--- config.mk ---
export PLATFORM = sky130hd
export DESIGN_NAME = avr_io_gpio
export DESIGN_NICKNAME = d
export VERILOG_FILES = /design/src/rtl/avr_io_gpio_pkg.sv /design/src/rtl/avr_io_sync.sv /design/src/rtl/avr_io_gpio.sv
export SDC_FILE = /design/constraint.sdc
export NUM_CORES = 1
export LEC_CHECK = 0
export ABC_CLOCK_PERIOD_IN_PS = 3800
export BUFFER_PORTS_ARGS = -buffer_cell sky130_fd_sc_hd__buf_2
export CELL_PAD_IN_SITES_DETAIL_PLACEMENT = 0
export CELL_PAD_IN_SITES_GLOBAL_PLACEMENT = 1
export CORE_MARGIN = 2
export CORE_UTILIZATION = 39
export CTS_CLUSTER_SIZE = 30
export DETAILED_ROUTE_END_ITERATION = 7
export HOLD_SLACK_MARGIN = 0.12
export PLACE_DENSITY_LB_ADDON = 0.1
export REMOVE_ABC_BUFFERS = 1
export SYNTH_ARGS = -nofsm -noshare
export SYNTH_HDL_FRONTEND = slang
export SYNTH_SLANG_ARGS = --single-unit
export TNS_END_PERCENT = 30
--- constraint.sdc ---
create_clock -name clk -period 3.8 [get_ports clk]
set_input_delay 0.76 -clock clk [delete_from_list [all_inputs] [get_ports clk]]
set_output_delay 0.76 -clock clk [all_outputs]
set_load 0.005 [all_outputs]
--- src/rtl/avr_io_gpio_pkg.sv ---
// avr_io_gpio shared definitions: register address map
// of the GPIO block within its I/O window.
package avr_io_gpio_pkg;

    localparam int ADDR_W = 3;

    localparam logic [ADDR_W-1:0] ADDR_PIN   = 3'd0;
    localparam logic [ADDR_W-1:0] ADDR_DDR   = 3'd1;
    localparam logic [ADDR_W-1:0] ADDR_PORT  = 3'd2;
    localparam logic [ADDR_W-1:0] ADDR_PCMSK = 3'd3;
    localparam logic [ADDR_W-1:0] ADDR_PCIF  = 3'd4;

endpackage

--- src/rtl/avr_io_sync.sv ---
// avr_io_sync: multi-stage synchroniser for asynchronous
// pad inputs, cleared by synchronous reset.
module avr_io_sync #(
    parameter int WIDTH  = 8,
    parameter int STAGES = 2
) (
    input  logic             clk,
    input  logic             rst,
    input  logic [WIDTH-1:0] d,
    output logic [WIDTH-1:0] q
);

    logic [STAGES-1:0][WIDTH-1:0] chain;

    // shift pad samples one stage per clock
    always_ff @(posedge clk) begin
        if (rst) begin
            chain <= '0;
        end else begin
            chain <= {chain[STAGES-2:0], d};
        end
    end

    assign q = chain[STAGES-1];

endmodule

--- src/rtl/avr_io_gpio.sv ---
// avr_io_gpio: AVR-style PORT/DDR/PIN GPIO with toggle-on-PIN-write.
// Pin-change interrupt (PCMSK/PCIF/irq) built only with AVR_IO_GPIO_PCINT_EN.
module avr_io_gpio
    import avr_io_gpio_pkg::*;
#(
    parameter int WIDTH       = 8,
    parameter int SYNC_STAGES = 2
) (
    input  logic              clk,
    input  logic              rst,
    input  logic [ADDR_W-1:0] io_a,
    input  logic              io_re,
    input  logic              io_we,
    input  logic [7:0]        io_di,
    output logic [7:0]        io_do,
    input  logic [WIDTH-1:0]  pin_in,
    output logic [WIDTH-1:0]  port_out,
    output logic [WIDTH-1:0]  port_oe,
    output logic              irq
);

    logic [WIDTH-1:0] port_q;
    logic [WIDTH-1:0] ddr_q;
    logic [WIDTH-1:0] pin_s;
    logic [WIDTH-1:0] wd;
    logic             wr_pin;
    logic             wr_ddr;
    logic             wr_port;
    logic [WIDTH-1:0] rd;

    assign wd      = io_di[WIDTH-1:0];
    assign wr_pin  = io_we && (io_a == ADDR_PIN);
    assign wr_ddr  = io_we && (io_a == ADDR_DDR);
    assign wr_port = io_we && (io_a == ADDR_PORT);

    avr_io_sync #(
        .WIDTH  (WIDTH),
        .STAGES (SYNC_STAGES)
    ) u_sync (
        .clk (clk),
        .rst (rst),
        .d   (pin_in),
        .q   (pin_s)
    );

    // output latch and direction; a PIN write toggles PORT bits
    always_ff @(posedge clk) begin
        if (rst) begin
            port_q <= '0;
            ddr_q  <= '0;
        end else begin
            if (wr_ddr) begin
                ddr_q <= wd;
            end
            if (wr_port) begin
                port_q <= wd;
            end else if (wr_pin) begin
                port_q <= port_q ^ wd;
            end
        end
    end

    assign port_out = port_q;
    assign port_oe  = ddr_q;

`ifdef AVR_IO_GPIO_PCINT_EN
    localparam int CW = $clog2(SYNC_STAGES + 2);
    localparam logic [CW-1:0] ARM_N = CW'(SYNC_STAGES + 1);

    logic [WIDTH-1:0] pcmsk_q;
    logic [WIDTH-1:0] pcif_q;
    logic [WIDTH-1:0] prev_q;
    logic [WIDTH-1:0] chg;
    logic [WIDTH-1:0] clr;
    logic [CW-1:0]    arm_cnt;
    logic             armed;
    logic             wr_pcmsk;
    logic             wr_pcif;

    assign wr_pcmsk = io_we && (io_a == ADDR_PCMSK);
    assign wr_pcif  = io_we && (io_a == ADDR_PCIF);
    assign armed    = (arm_cnt == ARM_N);
    assign chg      = (pin_s ^ prev_q) & pcmsk_q & {WIDTH{armed}};
    assign clr      = wr_pcif ? wd : '0;

    // warm-up: ignore edges seen while the chain fills after reset
    always_ff @(posedge clk) begin
        if (rst) begin
            arm_cnt <= '0;
        end else if (!armed) begin
            arm_cnt <= arm_cnt + CW'(1);
        end
    end

    // change detect; a new change beats a same-cycle clear
    always_ff @(posedge clk) begin
        if (rst) begin
            pcmsk_q <= '0;
            pcif_q  <= '0;
            prev_q  <= '0;
        end else begin
            prev_q <= pin_s;
            pcif_q <= (pcif_q & ~clr) | chg;
            if (wr_pcmsk) begin
                pcmsk_q <= wd;
            end
        end
    end

    assign irq = |pcif_q;
`else
    assign irq = 1'b0;
`endif

    // register read mux, zero for unmapped addresses
    always_comb begin
        rd = '0;
        case (io_a)
            ADDR_PIN:   rd = pin_s;
            ADDR_DDR:   rd = ddr_q;
            ADDR_PORT:  rd = port_q;
`ifdef AVR_IO_GPIO_PCINT_EN
            ADDR_PCMSK: rd = pcmsk_q;
            ADDR_PCIF:  rd = pcif_q;
`endif
            default:    rd = '0;
        endcase
    end

    // zero-extended read bus, idle low
    always_comb begin
        io_do = 8'h00;
        if (io_re) begin
            io_do[WIDTH-1:0] = rd;
        end
    end

endmodule

==> Yosys cells after proc, flatten, opt, wreduce, memory -nomap -nowiden <==
Cells that the tools add are included.
{ "word_totals": {"regBits": 32, "inputBits": 23, "output_inout_bits": 25, "word_cells": 16} }
{ "op_classes": {"eq_ne": 2, "mux": 4, "bitwise_logic": 1, "n_reduce_logical": 5} }
{ "ops": {"columns": ["operator", "n"], "rows": [
  ["two-way mux 8 bit", 3],
  ["one-hot mux 8 bit (3 select lines)", 1],
  ["XOR 8 bit", 1],
  ["equality test 3 x 1 -> 1 bit, second input constant", 1],
  ["equality test 3 x 2 -> 1 bit, second input constant", 1],
  ["logical AND 1 bit", 3],
  ["zero test 3 bit", 1],
  ["nonzero test 2 bit", 1]
]} }

==> Depth between registers and ports, before layout <==
{ "depth": {"ltp_word": 4, "mapped_depth": 6, "mapped_depth_nobuf": 3} }

==> Cells and area by module <==
Synthesis repeated with hierarchy kept, for this count alone.
{ "hier_totals": {"hier_cells": 146, "hier_area_um2": 1519.0} }
{ "modules_own_cells": {"columns": ["module", "instances", "cells_each", "area_each_um2", "seq_area_each_um2"], "rows": [
  ["avr_io_gpio", 1, 105, 994.7, 320.3],
  ["avr_io_sync", 1, 41, 524.3, 320.3]
]} }

==> Least setup slack after synthesis <==
No wires, ideal clock.
{ "synth_path": {"path_type": "input -> output", "from": "input io_a[0]", "to": "output io_do[0]", "arrival_ns": 1.532, "required_time_ns": 3.040, "setup_slack_ns": 1.508, "path_stages": 4, "n_path_buf": 2, "cell_sequence": "buf_4 buf_6 a211oi_2 and2_1"} }
{ "synth_between": {"elab_chain_cells": 3} }
{ "synth_lines": {"columns": ["element", "line", "rtl"], "rows": [
  ["from (decl)", "avr_io_gpio.sv:11", "input logic [ADDR_W-1:0] io_a,"],
  ["equality test 3 x 2 -> 1 bit, or another cell as far along", "avr_io_gpio.sv:118", "case (io_a)"],
  ["one-hot mux 8 bit (3 select lines) (*)", "avr_io_gpio.sv:118", null],
  ["two-way mux 8 bit (*)", "avr_io_gpio.sv:133", "if (io_re) begin"],
  ["to (decl)", "avr_io_gpio.sv:15", "output logic [7:0] io_do,"]
]} }
Every way passes the cells marked *; elsewhere a longest branch is shown, timed or not.

==> Worst setup path after layout <==
{ "layout_path": {"from": "input io_a[0]", "to": "output io_do[1]"} }
Same word-level chain as after synthesis.

==> out/metrics.csv <==
stage;metric;value;unit
outcome;outcome;finished, final reports clean;
setup_path;path_delay_family;simple AND/OR/NAND/NOR gates;
route;vias;1107;
sta;fin_crit_sh;0.728;
setup_path;ff2ff_path_depth;2;
setup_path;rrSetupSlack;3080;ps
synth;synth_edf_count;0;
clocking;cts_setup_buffers;0;
placement;port_buffers;46;
clocking;clk_root_buffer_cell;clkbuf_4;
global_route;track_usage;0.162;
clocking;holdBufCountCts;0;
synth;synth_flop_cell;dfxtp_1;
worst_hold_path;worstHoldPathCells;1;
worst_hold_path;holdPathEnd;u_sync.q[0];
worst_hold_path;worstHoldPathType;flop to flop;
clocking;cts_tree;built;
sta;finalHoldViolCount;0;
finish;drive_above_1_share;0.305;
sta;finalSetupViolCount;0;
finish;syn_to_final_growth;17.4;%
die;coreArea;3420;um2
power;leakage;0.000726;uW
synth;ys_ff_latch;32;
setup_path;cp-start-kind;primary input;
power;sw_frac_of_total;0.246;
power;ir_worst_vdd;0.160;mV
setup_path;crit_required;3040;ps
clocking;cts_buffer_depth;2;
finish;nets;202;
synth;synth.most_common_cell;dfxtp_1;
synth;yosysTopAreaCell;dfxtp_1;
sta;max_freq;361;MHz
die;initial_core_util;0.415;
power;power_frac_clock;0.286;
clocking;clk-insertion-delay-late;330;ps
finish;antenna_cells;0;
sta;rsz0062_at_grt;no;
global_route;antenna_found_initial;0;
finish;design_area;1660;um2
route;postRouteAntennaNets;0;
synth;synthArstFlopShare;0;
setup_path;cp.buffers_inverters;2;
setup_path;max_stage_delay;580;ps
die;die_h;64.3;um
synth;synth_top_area_frac;0.452;
clocking;clkTransAtPathRegs;90;ps
setup_path;cp_slowest_cell;nor2b_1;
sta;drv_slew;0;
synth;syn-instance-count;138;
clocking;cts_resized;0;
setup_path;r2r_end;port_out[5];
die;die-width;64.3;um
route;routed_via_density;4.96;
clocking;cts_made_buffers;5;
setup_path;timing.rr.start;port_out[5];
synth;synth-seq-area-share;0.452;
route;drc;0;
route;wl;3030;um
clocking;htreeDepth;2;
route;dr.pass1.iters;4;
die;num_rows;21;
power;powerDensity;350;nW/um2
power;p_int;439;uW
route;wl_per_cell;13.6;um
global_route;grt_max_degree;33;
placement;postPlaceCellArea;1630;um2
synth;ys_types;19;
clocking;clkSinkCount;32;
power;comb_power_share;0.108;
synth;yosys-top-cells-count;dfxtp_1, nor2b_1, mux2i_1;
flow_run;drv_cap;0;
power;p_sw;143;uW
global_route;grt_pass1_vias;1072;
worst_hold_path;min_from;u_sync.chain[0];
setup_path;path_common_cell;buf_2;
setup_path;cp_max_fo;20;
sta;skew;3.20;ps
sta;worstMarginPinSlew;663;ps
route;drt_iter0_markers;33;
setup_path;cp_cell_sequence;buf_2 > nor2b_1 > o2bb2ai_1 > and2_1 > buf_2;
power;seqPwrFrac;0.606;
sta;tns;0;ps
synth;ys_top_cells_by_area;dfxtp_1, mux2i_1, nor2b_1;
synth;synth_area_per_cell;10.3;um2
finish;nFillCells;354;
sta;slew_headroom;0.557;
synth;synth_area;1420;um2
synth;yosysWarnings;0;
sta;min_period;2770;ps
setup_path;crit_type;primary input to primary output;
setup_path;end_kind;primary output;
global_route;overflow;0;
setup_path;cp.arrival;2010;ps
die;die-area;4130;um2
global_route;grt_pass1_wl;5030;um
die;pin_count;48;
placement;gp_congestion;0.684;
[layout by cell type, fill, tap and decap left out]
cell type,instances
and2_1,8
o2bb2ai_1,8
conb_1,1
a21o_1,8
nand4bb_1,9
a21oi_2,2
buf_2,46
a21oi_1,6
inv_1,1
nand3_1,8
nor2_1,8
and4bb_1,1
dfxtp_1,32
mux2i_1,16
a211oi_2,1
nor2b_1,17
clkbuf_4,5
[per-layer routing]
layer	track usage	part of all wire
met3	0.0563	0.063
met2	0.267	0.45
met5	0	0
met1	0.190	0.47
met4	0.0718	0.020
[sequential cells by signal, summed over array words and instances (netlist names)]
| register | flops |
|---|---|
| port_oe | 8 |
| port_out | 8 |
| u_sync.chain | 8 |
| u_sync.q | 8 |
[through the flow]
step                 util  worst slack (ps)  std cells  total power [uW]  hold WS (ps)
floorplan               -              1650        126               389           414
global placement    0.476              1030        218               423           420
detailed placement  0.476              1030        218               425           425
CTS                 0.487              1010        223               591           447
global route        0.487               907        223               619           462
finish              0.487              1030        223               583           436
[how the worst max path moves through the flow]
stage                       start        to  slack [ps]  depth (start not counted)
after floorplan           io_a[1]  io_do[0]        1650                          3
after global placement    io_a[0]  io_do[6]        1030                          5
after detailed placement  io_a[0]  io_do[4]        1030                          5
after CTS                 io_a[0]  io_do[4]        1010                          5
after global routing      io_a[0]  io_do[0]         910                          5
final                     io_a[0]  io_do[1]        1030                          5
[final cells by class]
class	count	area, um2	share of cell area
Tap cell	46	57.6	0.0346
Multi-Input combinational cell	93	694	0.417
Timing Repair Buffer	46	230	0.138
Sequential cell	32	641	0.385
Inverter	1	3.75	0.00226
Clock buffer	5	37.5	0.0226
[worst register-to-register path, cell delays in order (launching register included)]
cell and delay, ps:
dfxtp_1 390, a21o_1 150, a21oi_2 50
[power by group through the flow]
stage	sequential [uW]	clock (uW)	combinational, uW
2_1_floorplan	361	0	28.0
3_3_place_gp	361	0	62.4
3_5_place_dp	361	0	63.8
4_1_cts	353	174	64.0
5_1_grt	355	194	70.0
6_report	353	166	63.0
[cell families after synthesis]
family | share of synthesized area
and+or+nand+nor | 0.240
DFF | 0.452
AOI/OAI and AO/OA | 0.134
muxes | 0.113
buffers and inverters | 0.0582
other | 0.00265
(Power assumes the default switching activity.)
